`config.mk`:
```
export PLATFORM = sky130hd
export DESIGN_NAME = rupt_priority_ctrl
export DESIGN_NICKNAME = d
export VERILOG_FILES = /design/src/rtl/rupt_pkg.sv /design/src/rtl/rupt_prio_enc.sv /design/src/rtl/rupt_priority_ctrl.sv
export SDC_FILE = /design/constraint.sdc
export NUM_CORES = 1
export LEC_CHECK = 0
export CAP_MARGIN = 25
export CORE_ASPECT_RATIO = 1.5
export CORE_MARGIN = 8
export CORE_UTILIZATION = 40
export CTS_CLUSTER_SIZE = 16
export DETAILED_ROUTE_END_ITERATION = 8
export HOLD_SLACK_MARGIN = 0.08
export PLACE_DENSITY = 0.79
export RECOVER_POWER = 25
export SETUP_SLACK_MARGIN = 0.02
export SLEW_MARGIN = 20
export SYNTH_ARGS = -nofsm -noshare
export SYNTH_HDL_FRONTEND = slang
export SYNTH_SLANG_ARGS = --single-unit
export TNS_END_PERCENT = 10
```
`constraint.sdc`:
```
create_clock -name CLOCK -period 1.9 [get_ports CLOCK]
set_input_delay 0.38 -clock CLOCK [delete_from_list [all_inputs] [get_ports CLOCK]]
set_output_delay 0.38 -clock CLOCK [all_outputs]
set_load 0.05 [all_outputs]
```
`src/rtl/rupt_pkg.sv`:
```
// rupt_pkg: shared definitions for the rupt priority controller.
//   rupt_state_t     controller state encoding (IDLE, GRANT, SERVICE)
//   RUPT_BASE_DEF    default vector address of source 0 (12'o4000)
//   RUPT_STRIDE_DEF  default address step between vectors
//   idx_w(n)         index width for n sources, never less than 1
package rupt_pkg;

    typedef enum logic [1:0] {
        IDLE    = 2'd0,
        GRANT   = 2'd1,
        SERVICE = 2'd2
    } rupt_state_t;

    localparam int RUPT_BASE_DEF   = 'o4000;
    localparam int RUPT_STRIDE_DEF = 4;

    function automatic int idx_w(input int n);
        return (n <= 1) ? 1 : $clog2(n);
    endfunction

endpackage

```
`src/rtl/rupt_prio_enc.sv`:
```
// rupt_prio_enc: fixed-priority encoder, lowest set index wins. Purely combinational.
// Ports:
//   i_req  in   N    request vector
//   o_idx  out  IW   index of the lowest set bit (0 when none set)
//   o_any  out  1    1 when any request bit is set
module rupt_prio_enc #(
    parameter int N  = 10,
    parameter int IW = 4
) (
    input  logic [N-1:0]  i_req,
    output logic [IW-1:0] o_idx,
    output logic          o_any
);

    // Scan from the top down so the lowest set index is the last one written.
    always_comb begin
        o_idx = '0;
        o_any = 1'b0;
        for (int i = N - 1; i >= 0; i--) begin
            if (i_req[i]) begin
                o_idx = IW'(i);
                o_any = 1'b1;
            end
        end
    end

endmodule

```
`src/rtl/rupt_priority_ctrl.sv`:
```
// rupt_priority_ctrl: parametrised rupt priority controller.
//   Latches per-source rupt request pulses, offers a rupt to the sequence
//   generator via ruptor_, serves the vector address on an rrpa strobe and
//   tracks rupt-in-service until resume. Adds sticky per-source lost flags
//   and a sticky spurious-grant flag.
// Build option: RUPT_MASK_EN -- adds a writable per-source enable mask
//   (mask_we/mask_wd). Without it the mask is constant all-ones and
//   mask_we/mask_wd are ignored.
// Ports:
//   CLOCK      in   system clock, rising edge
//   rst_       in   asynchronous active-low reset
//   rupt_req   in   NRUPT per-source request pulses
//   inhint     in   1 = rupts inhibited (blocks offer only)
//   ovf_       in   0 = overflow in A (blocks offer)
//   gojam      in   synchronous restart
//   rrpa       in   grant strobe from the core
//   resume     in   end of rupt service
//   lost_clr   in   clears lost flags and spur
//   mask_we    in   mask write strobe
//   mask_wd    in   mask write data, 1 = enabled
//   ruptor_    out  0 = rupt offered
//   rptad      out  vector address, valid with rptad_vld
//   rptad_vld  out  one-cycle grant pulse
//   rupt_idx   out  index of the rupt in service
//   in_rupt    out  1 while in service
//   pend       out  latched requests
//   lost       out  sticky: request arrived while already pending
//   spur       out  sticky: rrpa arrived with nothing offered
//
// state   | meaning
// IDLE    | waiting; offers a rupt when one is pending, enabled and not blocked
// GRANT   | vector address presented for one cycle
// SERVICE | rupt in service; no further offers until resume
module rupt_priority_ctrl
    import rupt_pkg::*;
#(
    parameter int NRUPT  = 10,
    parameter int ADDR_W = 12,
    parameter int BASE   = RUPT_BASE_DEF,
    parameter int STRIDE = RUPT_STRIDE_DEF,
    localparam int IW    = idx_w(NRUPT)
) (
    input  logic              CLOCK,
    input  logic              rst_,
    input  logic [NRUPT-1:0]  rupt_req,
    input  logic              inhint,
    input  logic              ovf_,
    input  logic              gojam,
    input  logic              rrpa,
    input  logic              resume,
    input  logic              lost_clr,
    input  logic              mask_we,
    input  logic [NRUPT-1:0]  mask_wd,
    output logic              ruptor_,
    output logic [ADDR_W-1:0] rptad,
    output logic              rptad_vld,
    output logic [IW-1:0]     rupt_idx,
    output logic              in_rupt,
    output logic [NRUPT-1:0]  pend,
    output logic [NRUPT-1:0]  lost,
    output logic              spur
);

    localparam logic [1:0] ST_IDLE    = IDLE;
    localparam logic [1:0] ST_GRANT   = GRANT;
    localparam logic [1:0] ST_SERVICE = SERVICE;

    logic [1:0]        r_state;
    logic [NRUPT-1:0]  r_pend;
    logic [NRUPT-1:0]  r_lost;
    logic              r_spur;
    logic [ADDR_W-1:0] r_rptad;
    logic              r_rptad_vld;
    logic [IW-1:0]     r_rupt_idx;
    logic              r_in_rupt;

    logic [NRUPT-1:0]  w_mask;
    logic [NRUPT-1:0]  w_avail;
    logic [IW-1:0]     w_idx;
    logic              w_any;
    logic              w_offer;
    logic              w_grant;
    logic [NRUPT-1:0]  w_grant_oh;
    logic [NRUPT-1:0]  w_lost_set;
    logic              w_spur_set;
    logic [ADDR_W-1:0] w_addr;

`ifdef RUPT_MASK_EN
    logic [NRUPT-1:0] r_mask;

    always_ff @(posedge CLOCK or negedge rst_) begin
        if (!rst_) begin
            r_mask <= '1;
        end else if (gojam) begin
            r_mask <= '1;
        end else if (mask_we) begin
            r_mask <= mask_wd;
        end
    end

    assign w_mask = r_mask;
`else
    logic w_unused_mask;
    assign w_unused_mask = ^{mask_we, mask_wd};
    assign w_mask        = '1;
`endif

    // Masked sources keep latching; they are only hidden from the encoder.
    assign w_avail = r_pend & w_mask;

    rupt_prio_enc #(
        .N  (NRUPT),
        .IW (IW)
    ) u_enc (
        .i_req (w_avail),
        .o_idx (w_idx),
        .o_any (w_any)
    );

    assign w_offer    = (r_state == ST_IDLE) & w_any & ~inhint & ovf_;
    assign w_grant    = w_offer & rrpa;
    assign w_grant_oh = w_grant ? (NRUPT'(1) << w_idx) : '0;
    assign w_addr     = ADDR_W'(BASE) + ADDR_W'(STRIDE) * ADDR_W'(w_idx);

    // A request coinciding with the grant of the same source re-arms pend
    // rather than counting as lost.
    assign w_lost_set = rupt_req & r_pend & ~w_grant_oh;
    assign w_spur_set = (r_state == ST_IDLE) & rrpa & ~w_offer;

    always_ff @(posedge CLOCK or negedge rst_) begin
        if (!rst_) begin
            r_pend <= '0;
            r_lost <= '0;
            r_spur <= 1'b0;
        end else if (gojam) begin
            r_pend <= '0;
            r_lost <= '0;
            r_spur <= 1'b0;
        end else begin
            r_pend <= (r_pend & ~w_grant_oh) | rupt_req;
            r_lost <= (lost_clr ? '0 : r_lost) | w_lost_set;
            r_spur <= (r_spur & ~lost_clr) | w_spur_set;
        end
    end

    always_ff @(posedge CLOCK or negedge rst_) begin
        if (!rst_) begin
            r_state     <= ST_IDLE;
            r_rptad     <= '0;
            r_rptad_vld <= 1'b0;
            r_rupt_idx  <= '0;
            r_in_rupt   <= 1'b0;
        end else if (gojam) begin
            r_state     <= ST_IDLE;
            r_rptad     <= '0;
            r_rptad_vld <= 1'b0;
            r_rupt_idx  <= '0;
            r_in_rupt   <= 1'b0;
        end else begin
            r_rptad_vld <= 1'b0;
            case (r_state)
                ST_IDLE: begin
                    if (w_grant) begin
                        r_rptad     <= w_addr;
                        r_rptad_vld <= 1'b1;
                        r_rupt_idx  <= w_idx;
                        r_state     <= ST_GRANT;
                    end
                end
                ST_GRANT: begin
                    r_in_rupt <= 1'b1;
                    r_state   <= ST_SERVICE;
                end
                ST_SERVICE: begin
                    if (resume) begin
                        r_in_rupt <= 1'b0;
                        r_state   <= ST_IDLE;
                    end
                end
                default: begin
                    r_state <= ST_IDLE;
                end
            endcase
        end
    end

    assign ruptor_   = ~w_offer;
    assign rptad     = r_rptad;
    assign rptad_vld = r_rptad_vld;
    assign rupt_idx  = r_rupt_idx;
    assign in_rupt   = r_in_rupt;
    assign pend      = r_pend;
    assign lost      = r_lost;
    assign spur      = r_spur;

endmodule
```
### Word level (Yosys, flattened, before mapping)

Index checks and enable logic that the tools add are counted.

* logic and storage cells: 79
* register bits: 41

* multiplexer cells: 41
* reductions and logical operators: 7
* add/sub/neg operators: 1
* equal/unequal tests: 4
* shift-type cells: 1
* bitwise gates (word level): 17

Operators by type and width (count)
* 2-to-1 mux 4 bit: 13
* 2-to-1 mux 10 bit: 4
* 2-to-1 mux 12 bit: 3
* bitwise AND 10 bit: 3
* bitwise OR 10 bit: 2
* 2-to-1 mux 1 bit: 16
* adder 12 x 6 -> 12 bit (first input constant): 1
* NOT 10 bit: 1
* left shift 1 x 4 -> 10 bit (first input constant): 1
* bitwise AND 1 bit: 7
* 2-to-1 mux 2 bit: 3
* inequality test 3 bit (second input constant): 2
* case mux 2 bit (3 select lines): 1
* AND reduction 2 bit: 3
* nonzero test 2 bit: 2
* NOT 1 bit: 3
* nonzero test 3 bit: 1
* == test 2 x 1 -> 1 bit (second input constant): 1
* == test 2 bit (second input constant): 1
* zero test 2 bit: 1
* case mux 1 bit (2 select lines): 1
* bitwise OR 1 bit: 1

### Longest topological paths before layout

Gate-level depths: netlist of the first run.

* depth in word-level cells: 19
* gate-level depth with buffers: 5

### Hierarchy

A second synthesis of the first run with hierarchy kept.

* cell total of the unflattened synthesis: 168
* area, all modules: 1577.8 um2

Modules (own cells, without submodules)
* rupt_priority_ctrl: seq. area each 750.7 um2, area each 1476.4 um2, cells each 150, instances 1
* rupt_prio_enc: seq. area each 0.0 um2, area each 101.3 um2, cells each 18, instances 1

### Least setup slack after synthesis of the first run

No wires, ideal clock.

* kind: register to register
* from: register r_pend[5] (netlist: pend[5])
* to: register r_spur (netlist: spur)
* clock period less this slack: 2.829 ns
* setup slack: -0.929 ns
* stages on the path, launching flop included: 6
* buffers on the path: 0
* data arrival time: 2.753 ns
* cell sequence: dfrtp_1 nor4_4 nand3_2 o31ai_1 a32oi_1 nor2_1

* longest elaborated chain between the ends: 13

Ends and longest elaborated chain
* start: declaration: line rupt_priority_ctrl.sv:69 `logic [NRUPT-1:0] r_pend;`
* start signal: assignment: line rupt_priority_ctrl.sv:140 `r_pend <= (r_pend & ~w_grant_oh) | rupt_req;`
* 2-to-1 mux 1 bit (6 in a row): line rupt_prio_enc.sv:20 `if (i_req[i]) begin`
* bitwise AND 1 bit (3 in a row): line rupt_priority_ctrl.sv:120 `assign w_offer = (r_state == ST_IDLE) & w_any & ~inhint & ovf_;`
* NOT 1 bit
* via ruptor_: line rupt_priority_ctrl.sv:54 `output logic ruptor_,`
* bitwise AND 1 bit: line rupt_priority_ctrl.sv:128 `assign w_spur_set = (r_state == ST_IDLE) & rrpa & ~w_offer;`
* bitwise OR 1 bit: line rupt_priority_ctrl.sv:142 `r_spur <= (r_spur & ~lost_clr) | w_spur_set;`
* 2-to-1 mux 1 bit: line rupt_priority_ctrl.sv:135 `end else if (gojam) begin`
* end signal: assignment: line rupt_priority_ctrl.sv:142
* end: declaration: line rupt_priority_ctrl.sv:71 `logic r_spur;`

The timed path passes the listed nets, and every way through them passes these cells.
A chain may end at the register's enable or synchronous reset.

### Final worst setup path of the first run

* from: register r_pend[7] (netlist: pend[7])
* to: output port ruptor_

* longest elaborated chain between the ends: 12

Ends and longest elaborated chain
* 2-to-1 mux 1 bit (8 in a row): line rupt_prio_enc.sv:20
* bitwise AND 1 bit (3 in a row): line rupt_priority_ctrl.sv:120
* NOT 1 bit: line rupt_priority_ctrl.sv:187 `assign ruptor_ = ~w_offer;`
* end: declaration: line rupt_priority_ctrl.sv:54

Every way passes these cells.

==> impl_results.md, run 1 <==
- Worst hold path type: reg -> reg
- Post-DP HPWL: 2812 µm
- Slew @ Worst Pin: 720.9 ps
- Initial antenna violation count: 0
- Crit Path Max Fanout: 2
- Later-pin clock latency in the skew report: 280 ps
- First-pass GRT wire length: 6113 µm
- DIE AREA: 0.005872 mm²
- Final Max Tran Viols: 0
- Gate Count Post-Synth: 146
- Placement Setup Slack: -123.6 ps
- Global-route total usage across every layer: 13.19%
- Worst setup margin: -48.33 ps
- Layout Cells excl Fill: 255
- Max Root-Sink Buffers: 2
- Starting Density: 40.71%
- Sequential-to-total area share from yosys stat: 51.50%
- Most used DFF post-synth: dfrtp_1
- Height of the die: 89.94 µm
- TritonCTS sink count: 30
- Final Hold Vio Count: 0
- Wire per inst: 13.85 µm
- R2r setup slk: 40 ps
- Post-synth EDFFs: 0
- Max layer used: met4
- Buffers on Ports: 50
- Number of synthesized register bits: 30
- Global route overflow: 0
- H-tree depth: 2
- Io pins: 69
- Yosys top cell area share: 51.50%
- Number of distinct library cells after synthesis: 32
- YS warnings: 0
- Setup Viol. Count Final: 1
- R2R cell count: 7
- Proportion of layout cells with a drive suffix above 1: 29.72%
- Post-Layout Inst Area: 0.002102 mm²
- Core area: 0.003581 mm²
- PD cells: 768.8 mW/mm²
- Worst Setup End Kind: output port
- Skew final: 5.010 ps
- Post-route ant nets: 0
- Synthesis-to-finish area growth: 44.21%
- Placed insts: 246
- DRT iter0 DRCs: 53
- Largest net degree at the start of global routing: 31
- Worst Hold Slack: 476.0 ps
- Kind of critical path: reg -> out
- Dpl cell area: 0.002013 mm²
- Number of global-route vias before repair: 1,337
- Nets@finish: 240
- Met2 routed WL: 1787 µm
- Max Cap Viol: 0
- Mean Syn Cell Area: 9.984 µm²
- Max Clk Rate: 513.3 MHz
- Unrepaired setup endpoints after global routing: true
- Ant. Diodes: 0
- Die X: 65.29 µm
- Cell Area, Synth: 0.001458 mm²
- Startpoint types: flip-flop
- Hold depth: 2
- FP Rows: 27
- WL met1: 1434 µm
- Pre-antenna DRT Iters: 4
- Met3 WL: 214 µm
- Via density: 5.004
- Relative slew slack: 51.94%
- Critical path arrival: 1570 ps
- Root Buffer: clkbuf_8
- Top post-synthesis cells by area: dfrtp_1 (52%), nor2_1 (5.9%), buf_4 (5.7%), o31ai_1 (5.7%), a21oi_1 (4.1%)
- Clock period minus worst slack: 1948 ps
- Worst vdd ir: 0.5322 mV
- Setup TNS Final: -48.33 ps
- CP required: 1520 ps
- Post-Route WL: 3531 µm
- Async set-reset flop share out of synthesis: 100.0%
- CTS tree: yes
- Status: complete, but fails checks
- P_leak: 0.9637 nW
- Final Wtd Congestion: 0.7402
- Cts bufs inserted: 5
- Clock slew at reported path FFs: 60 ps
- Violated checks: setup timing
- Via Count: 1,276
- Most area-hungry cell type in the Yosys netlist: dfrtp_1
- DRC errors left: 0
- Final worst-path cycle share: 102.5%
==> what timing repair did <==
action | 4_1_cts | 5_1_grt
setup buffers | 1 | 0
endpoints found under the setup margin | 1 | 6
gates resized for setup | 1 | 0
pin swaps | 3 | 1
hold buffers | 0 | 0
==> worst max-delay path: stages, from the launching register on <==
cell	delay [ps]
dfrtp_2	420
nor4_4	320
nand3_2	140
o31ai_4	210
buf_6	190
==> layout by cell type, fill, tap and decap left out, types with 3 or more instances in the layout <==
cell type / synthesis / final
nor2_1: 23 / 23
mux2i_1: 3 / 3
dfrtp_2: 0 / 7
dfrtp_1: 30 / 23
a32oi_1: 3 / 3
clkbuf_1: 3 / 3
o21ai_0: 5 / 5
conb_1: 1 / 7
nand2_1: 10 / 10
inv_1: 12 / 12
o31ai_1: 11 / 10
clkdlybuf4s50_1: 0 / 24
clkbuf_8: 0 / 5
a21oi_1: 12 / 12
buf_4: 11 / 39
==> final timing paths <==
| kind | start | to |
|---|---|---|
| setup reg to reg | pend[7] | rupt_idx[1] |
| max in group asynchronous | rst_ | pend[1] |
| setup / recovery | pend[7] | ruptor_ |
| min in group asynchronous | rst_ | lost[7] |
| hold reg to reg | lost[9] | lost[9] |
| hold / removal | lost[9] | lost[9] |
==> logic make-up (layout without fill, tap and decap cells) <==
family                 count (synthesis)  in the layout  share of synthesized area, %
multiplexers                           3              3                         2.060
other                                  1              7                        0.2573
AO/OA/AOI/OAI                         43             43                         21.98
flip-flops                            30             30                         51.50
buffers and inverters                 26             86                         9.528
AND/OR/NAND/NOR                       43             43                         14.68
==> synth_stat cells (all sizes together), types with 2 or more instances <==
| cell type | n |
|---|---|
| dfrtp | 30 |
| nor2 | 25 |
| a21oi | 12 |
| inv | 12 |
| o31ai | 12 |
| buf | 11 |
| nand2 | 10 |
| o21ai | 5 |
| a32oi | 3 |
| clkbuf | 3 |
| mux2i | 3 |
| a221oi | 2 |
| nand3 | 2 |
| o21a | 2 |
==> stage by stage <==
stage	power (mW)	util [%]
finish	1.616	58.70
global route	1.699	58.70
CTS	1.641	58.77
detailed placement	1.151	56.22
global placement	1.145	56.22
floorplan	0.9939	-
==> sequential cells by signal, summed over array words and instances, names as in the netlist <==
name	flops
lost	10
pend	10
rupt_idx	3
r_state	2
rptad	2
in_rupt	1
rptad_vld	1
spur	1
==> per-layer routing <==
| metal | vias up | GRT usage (%) |
|---|---|---|
| li1 | 623 | - |
| met5 | - | 0 |
| met3 | 7 | 3.975 |
| met4 | 0 | 8.227 |
| met2 | 44 | 20.77 |
| met1 | 602 | 14.92 |
==> power by group <==
part	total, mW	switching, mW	internal [mW]
combinational	0.430	0.280	0.150
clock	0.479	0.219	0.259
sequential	0.707	0.0331	0.674
==> cell type report <==
cell class | count | area, µm²
clock buffer | 8 | 80.08
timing repair buffer | 66 | 559.3
inverter | 12 | 45.04
fill | 329 | 1479
sequential | 30 | 759.5
tap | 43 | 53.80
multi-input combinational | 96 | 604.3
Note: power is estimated with default switching activity, not from simulation.
==> run 2: changes to the inputs <==
Settings changed: CORE_ASPECT_RATIO 1.5 to not set, DONT_BUFFER_PORTS set to 1, PLACE_DENSITY 0.79 to not set.
==> impl_results.md, run 2 (synthesized netlist as in run 1, its figures left out) <==
- Initial antenna violation count: 0 (unchanged)
- Skew final: 10.09 ps (was 5.010 ps)
- Multi-input gate area: 604.3 µm² (unchanged)
- Wire per inst: 15.88 µm (was 13.85 µm)
- R2R Path Start: pend[7] (unchanged)
- FP Rows: 22 (was 27)
- Dpl cell area: 0.001624 mm² (was 0.002013 mm²)
- Post-DP HPWL: 2658 µm (was 2812 µm)
- Critical-path top delay cell: dfrtp_2 (unchanged)
- Max Root-Sink Buffers: 2 (unchanged)
- Post-Layout Inst Area: 0.001745 mm² (was 0.002102 mm²)
- CTS tree: yes (unchanged)
- Final Max Tran Viols: 0 (unchanged)
- Core area: 0.003578 mm² (was 0.003581 mm²)
- CP Depth: 4 (unchanged)
- Violated checks: setup timing (unchanged)
- Synthesis-to-finish area growth: 19.74% (was 44.21%)
- Post-Route WL: 3509 µm (was 3531 µm)
- Worst Setup SP: pend[4] (was pend[7])
- Slew @ Worst Pin: 736.3 ps (was 720.9 ps)
- Number of global-route vias before repair: 1,211 (was 1,337)
- Nets@finish: 201 (was 240)
- Final Hold Vio Count: 0 (unchanged)
- Critical path arrival: 1650 ps (was 1570 ps)
- First-pass GRT wire length: 6127 µm (was 6113 µm)
- Crit Path Max Fanout: 2 (unchanged)
- DIE AREA: 0.005832 mm² (was 0.005872 mm²)
- Worst R2R End: pend[9] (was rupt_idx[1])
- Fillers: 364 (was 329)
- R2R cell count: 6 (was 7)
- Via Count: 1,141 (was 1,276)
- Worst Path Buf+Inv: 1 (unchanged)
- Most heavily used metal layer in global routing: met2 (unchanged)
- Max Clk Rate: 492.0 MHz (was 513.3 MHz)
- Met1 GRT Util: 14.74% (was 14.92%)
- Post-Route Utilization: 48.78% (was 58.70%)
- Clock slew at reported path FFs: 80 ps (was 60 ps)
- Relative slew slack: 50.91% (was 51.94%)
- Pre-antenna DRT Iters: 4 (unchanged)
- Status: complete, but fails checks (unchanged)
- Via density: 5.163 (was 5.004)
- Most frequent cells in the layout: nor2_1 (23), dfrtp_1 (23), buf_4 (23), inv_1 (12), a21oi_1 (12) (was buf_4 (39), clkdlybuf4s50_1 (24), nor2_1 (23), dfrtp_1 (23))
- Io pins: 69 (unchanged)
- Register area: 759.5 µm² (unchanged)
- Clock period minus worst slack: 2032 ps (was 1948 ps)
- Worst hold path type: in -> reg (was reg -> reg)
- Post-route ant nets: 0 (unchanged)
- DRT iter0 DRCs: 39 (was 53)
- Setup Viol. Count Final: 1 (unchanged)
- Root Buffer: clkbuf_4 (was clkbuf_8)
- DRC errors left: 0 (unchanged)
- Met2 track demand over resource: 19.97% (was 20.77%)
- Worst-path cell chain: nor4_4 > nand3_2 > o31ai_4 > buf_12 (was nor4_4 > nand3_2 > o31ai_4 > buf_6)
- P_leak: 0.7936 nW (was 0.9637 nW)
- H-tree depth: 2 (unchanged)
- Worst vdd ir: 0.3775 mV (was 0.5322 mV)
- Buffers on Ports: 0 (was 50)
- Cts bufs inserted: 5 (unchanged)
- Worst setup margin: -132.5 ps (was -48.33 ps)
- Worst Setup End Kind: output port (unchanged)
- Height of the die: 76.37 µm (was 89.94 µm)
- Ant. Diodes: 0 (unchanged)
- Global-route total usage across every layer: 12.74% (was 13.19%)
- Setup TNS Final: -132.5 ps (was -48.33 ps)
- Global route overflow: 0 (unchanged)
- Placement Setup Slack: 102.9 ps (was -123.6 ps)
- Final Wtd Congestion: 0.7783 (was 0.7402)
- PD cells: 827.1 mW/mm² (was 768.8 mW/mm²)
- CP required: 1520 ps (about the same)
- Unrepaired setup endpoints after global routing: true (unchanged)
- End of the critical path: ruptor_ (unchanged)
- Startpoint types: flip-flop (unchanged)
- Met3 Use GR: 6.486% (was 3.975%)
- R2r setup slk: 90 ps (was 40 ps)
- CP delay by family, top: simple AND/OR/NAND/NOR gates (unchanged)
- Die X: 76.37 µm (was 65.29 µm)
- Kind of critical path: reg -> out (unchanged)
- Largest net degree at the start of global routing: 32 (was 31)
- Max Cap Viol: 0 (unchanged)
- Slowest stage delay, CP: 430 ps (was 420 ps)
- Proportion of layout cells with a drive suffix above 1: 27.75% (was 29.72%)
- Final worst-path cycle share: 107.0% (was 102.5%)
- TritonCTS sink count: 30 (unchanged)
- Starting Density: 40.73% (was 40.71%)
- Later-pin clock latency in the skew report: 320 ps (was 280 ps)
==> run 2: changes by cell type in the layout (fill, tap and decap cells not counted) <==
| cell | delta |
|---|---|
| clkbuf_4 | +5 |
| buf_6 | -1 |
| clkbuf_1 | -1 |
| dlygate4sd3_1 | +1 |
| buf_12 | +1 |
| clkbuf_8 | -4 |
| clkdlybuf4s50_1 | -24 |
| buf_4 | -16 |
==> run 2: power by group <==
part | internal (mW) | total (mW) | leakage, nW | switching [mW]
combinational | 0.0941 | 0.311 | 0.372 | 0.217
clock | 0.182 | 0.383 | 0.0326 | 0.200
sequential | 0.671 | 0.750 | 0.389 | 0.0793
==> run 2: worst min path at each step <==
stage               depth (start not counted)  endpoint   from
floorplan                                   0   in_rupt   rst_
global placement                            0   lost[5]   rst_
CTS                                         1   pend[7]  gojam
detailed placement                          0   lost[5]   rst_
finish                                      1   pend[1]  gojam
global route                                1   pend[7]  gojam
==> run 2: cell type report <==
type                            count  share of cell area (%)
Timing Repair Buffer               27                   12.47
Tap cell                           48                   3.441
Clock buffer                        8                   3.369
Multi-Input combinational cell     96                   34.62
Sequential cell                    30                   43.51
Inverter                           12                   2.581
==> run 2: timing repair <==
| item | in CTS | in global routing |
|---|---|---|
| resized for setup | 0 | 0 |
| pin swaps | 2 | 2 |
| hold buffers | 2 | 1 |
| endpoints found under the hold margin | 30 | 3 |
| endpoints found under the setup margin | 1 | 6 |
| setup buffers | 3 | 2 |
==> run 2: metrics by stage <==
step                hold slack [ps]  cells  power, mW
floorplan                     84.41    152     0.9939
global placement              85.70    205      1.042
detailed placement            85.64    205      1.049
CTS                           87.03    218      1.460
global route                  80.05    221      1.517
finish                        115.7    221      1.444
==> run 2: routing by layer <==
metal | wire length, µm | share of wire [%]
met2 | 1679 | 48
met5 | 0 | 0
met4 | 46 | 1.3
met3 | 340 | 9.7
met1 | 1442 | 41
==> run 2: worst reg2reg max path: cells and delay by family, from the launching register on <==
kind                   cells  cell delay [ps]
DFF                        1              400
buffers and inverters      1              240
AOI/OAI and AO/OA          4              960
and+or+nand+nor            1               80
==> run 3: changes to the inputs <==
Settings changed: MAX_ROUTING_LAYER set to met4.
==> impl_results.md, run 3 (synthesized netlist as in run 1, its figures left out) <==
- Max Cap Viol: 0 (unchanged)
- Final worst-path cycle share: 106.9% (was 107.0%)
- Worst R2R End: pend[9] (unchanged)
- First-pass GRT wire length: 6134 µm (was 6127 µm)
- Relative slew slack: 51.05% (was 50.91%)
- Hold Startpoint: gojam (unchanged)
- FP Rows: 22 (unchanged)
- Most frequent cells in the layout: nor2_1 (23), dfrtp_1 (23), buf_4 (23), inv_1 (12), a21oi_1 (12) (unchanged)
- DIE AREA: 0.005832 mm² (unchanged)
- Post-Route WL: 3495 µm (was 3509 µm)
- Critical path arrival: 1650 ps (about the same)
- Via Count: 1,135 (was 1,141)
- Max layer used: met4 (unchanged)
- Slowest stage delay, CP: 430 ps (about the same)
- Worst hold path type: in -> reg (unchanged)
- Ant. Diodes: 0 (unchanged)
- Final Max Tran Viols: 0 (unchanged)
- Status: complete, but fails checks (unchanged)
- CP required: 1520 ps (about the same)
- Post-route ant nets: 0 (unchanged)
- Max Clk Rate: 492.2 MHz (was 492.0 MHz)
- Wire per inst: 15.89 µm (was 15.88 µm)
- H-tree depth: 2 (unchanged)
- Violated checks: setup timing (unchanged)
- Kind of critical path: reg -> out (unchanged)
- Global route overflow: 0 (unchanged)
- TritonCTS sink count: 30 (unchanged)
- Setup Viol. Count Final: 1 (unchanged)
- Hold depth: 1 (unchanged)
- Later-pin clock latency in the skew report: 320 ps (about the same)
- R2r setup slk: 90 ps (about the same)
- Worst-path cell chain: nor4_4 > nand3_2 > o31ai_4 > buf_12 (unchanged)
- CP delay by family, top: simple AND/OR/NAND/NOR gates (unchanged)
- Post-Layout Inst Area: 0.001735 mm² (was 0.001745 mm²)
- Largest net degree at the start of global routing: 32 (unchanged)
- Worst vdd ir: 0.3775 mV (about the same)
- Worst Setup End Kind: output port (unchanged)
- Core area: 0.003578 mm² (unchanged)
- Pre-antenna DRT Iters: 4 (unchanged)
- PD cells: 831.7 mW/mm² (was 827.1 mW/mm²)
- Via density: 5.159 (was 5.163)
- Clock slew at reported path FFs: 90 ps (was 80 ps)
- Number of global-route vias before repair: 1,216 (was 1,211)
- Height of the die: 76.37 µm (unchanged)
- DRT iter0 DRCs: 41 (was 39)
- Post-DP HPWL: 2658 µm (unchanged)
- Die X: 76.37 µm (unchanged)
- Post-CTS sizing: 0 (unchanged)
- Slew @ Worst Pin: 734.3 ps (was 736.3 ps)
- Synthesis-to-finish area growth: 19.06% (was 19.74%)
- Unrepaired setup endpoints after global routing: true (unchanged)
- Proportion of layout cells with a drive suffix above 1: 27.91% (was 27.75%)
- Clock period minus worst slack: 2032 ps (about the same)
- WL met1: 1453 µm (was 1442 µm)
- Final Wtd Congestion: 0.7890 (was 0.7783)
- Worst setup margin: -131.6 ps (was -132.5 ps)
- Skew final: 8.880 ps (was 10.09 ps)
- Io pins: 69 (unchanged)
- Final Hold Vio Count: 0 (unchanged)
- Nets@finish: 200 (was 201)
- Critical-path top delay cell: dfrtp_2 (unchanged)
- Hold Path End: pend[7] (was pend[1])
- Cts bufs inserted: 5 (unchanged)
- DRC errors left: 0 (unchanged)
- Met2 routed WL: 1671 µm (was 1679 µm)
- Initial antenna violation count: 0 (unchanged)
- Starting Density: 40.73% (unchanged)
- Worst Path Buf+Inv: 1 (unchanged)
- Global-route total usage across every layer: 13.10% (was 12.74%)
- Startpoint types: flip-flop (unchanged)
- R2R cell count: 6 (unchanged)
- P_leak: 0.7895 nW (was 0.7936 nW)
- Setup TNS Final: -131.6 ps (was -132.5 ps)
- Met3 WL: 322 µm (was 340 µm)
- Max Root-Sink Buffers: 2 (unchanged)
- CTS tree: yes (unchanged)
- Dpl cell area: 0.001624 mm² (unchanged)
- R2R Path Start: pend[7] (unchanged)
- Crit Path Max Fanout: 2 (unchanged)
- Root Buffer: clkbuf_4 (unchanged)
- Buffers on Ports: 0 (unchanged)
[run 3: what timing repair did]
item	in CTS	in global routing
pin swaps	2	2
hold endpoints to repair	30	0
setup buffers	3	2
setup endpoints to repair	1	6
hold buffers	2	0
[run 3: report_power, final]
| group | internal, mW | switching [mW] | total (mW) |
|---|---|---|---|
| clock network | 0.182 | 0.202 | 0.384 |
| logic | 0.0928 | 0.216 | 0.309 |
| registers | 0.671 | 0.0792 | 0.750 |
[run 3: cell type report]
| class | instances | area (µm²) |
|---|---|---|
| fill | 365 | 1843 |
| sequential | 30 | 759.5 |
| multi-input combinational | 96 | 604.3 |
| timing repair buffer | 26 | 207.7 |
| tap | 48 | 60.06 |
| clock buffer | 8 | 58.81 |
| inverter | 12 | 45.04 |
[run 3: worst reg2reg max path: cells and delay by family, from the launching register on]
family,cells,cell delay [ps]
flip-flops,1,400
AO/OA/AOI/OAI,4,960
buffers and inverters,1,240
AND/OR/NAND/NOR,1,80
[run 3: per-stage QoR]
stage | hold slack [ps] | setup WS [ps] | utilization (%) | total power, mW | std cells
2_1_floorplan | 84.41 | -95.86 | - | 0.9939 | 152
3_3_place_gp | 85.70 | 91.40 | 45.38 | 1.042 | 205
3_5_place_dp | 85.64 | 102.9 | 45.38 | 1.049 | 205
4_1_cts | 87.03 | -155.4 | 48.50 | 1.460 | 218
5_1_grt | 80.82 | -227.1 | 48.50 | 1.514 | 220
6_report | 105.6 | -131.6 | 48.50 | 1.443 | 220
[run 3: worst max-delay path by stage]
stage,from,end,depth (start not counted)
final,pend[4],ruptor_,4
after global routing,pend[6],ruptor_,4
after CTS,pend[5],ruptor_,4
after detailed placement,pend[7],pend[7],6
after floorplan,pend[4],ruptor_,3
after global placement,pend[4],ruptor_,4
[run 3: metal layers]
metal  vias up  track usage, %
met1       546           15.03
met2        38           19.97
met5         -               -
met3         6           6.014
li1        545               -
met4         0           4.038
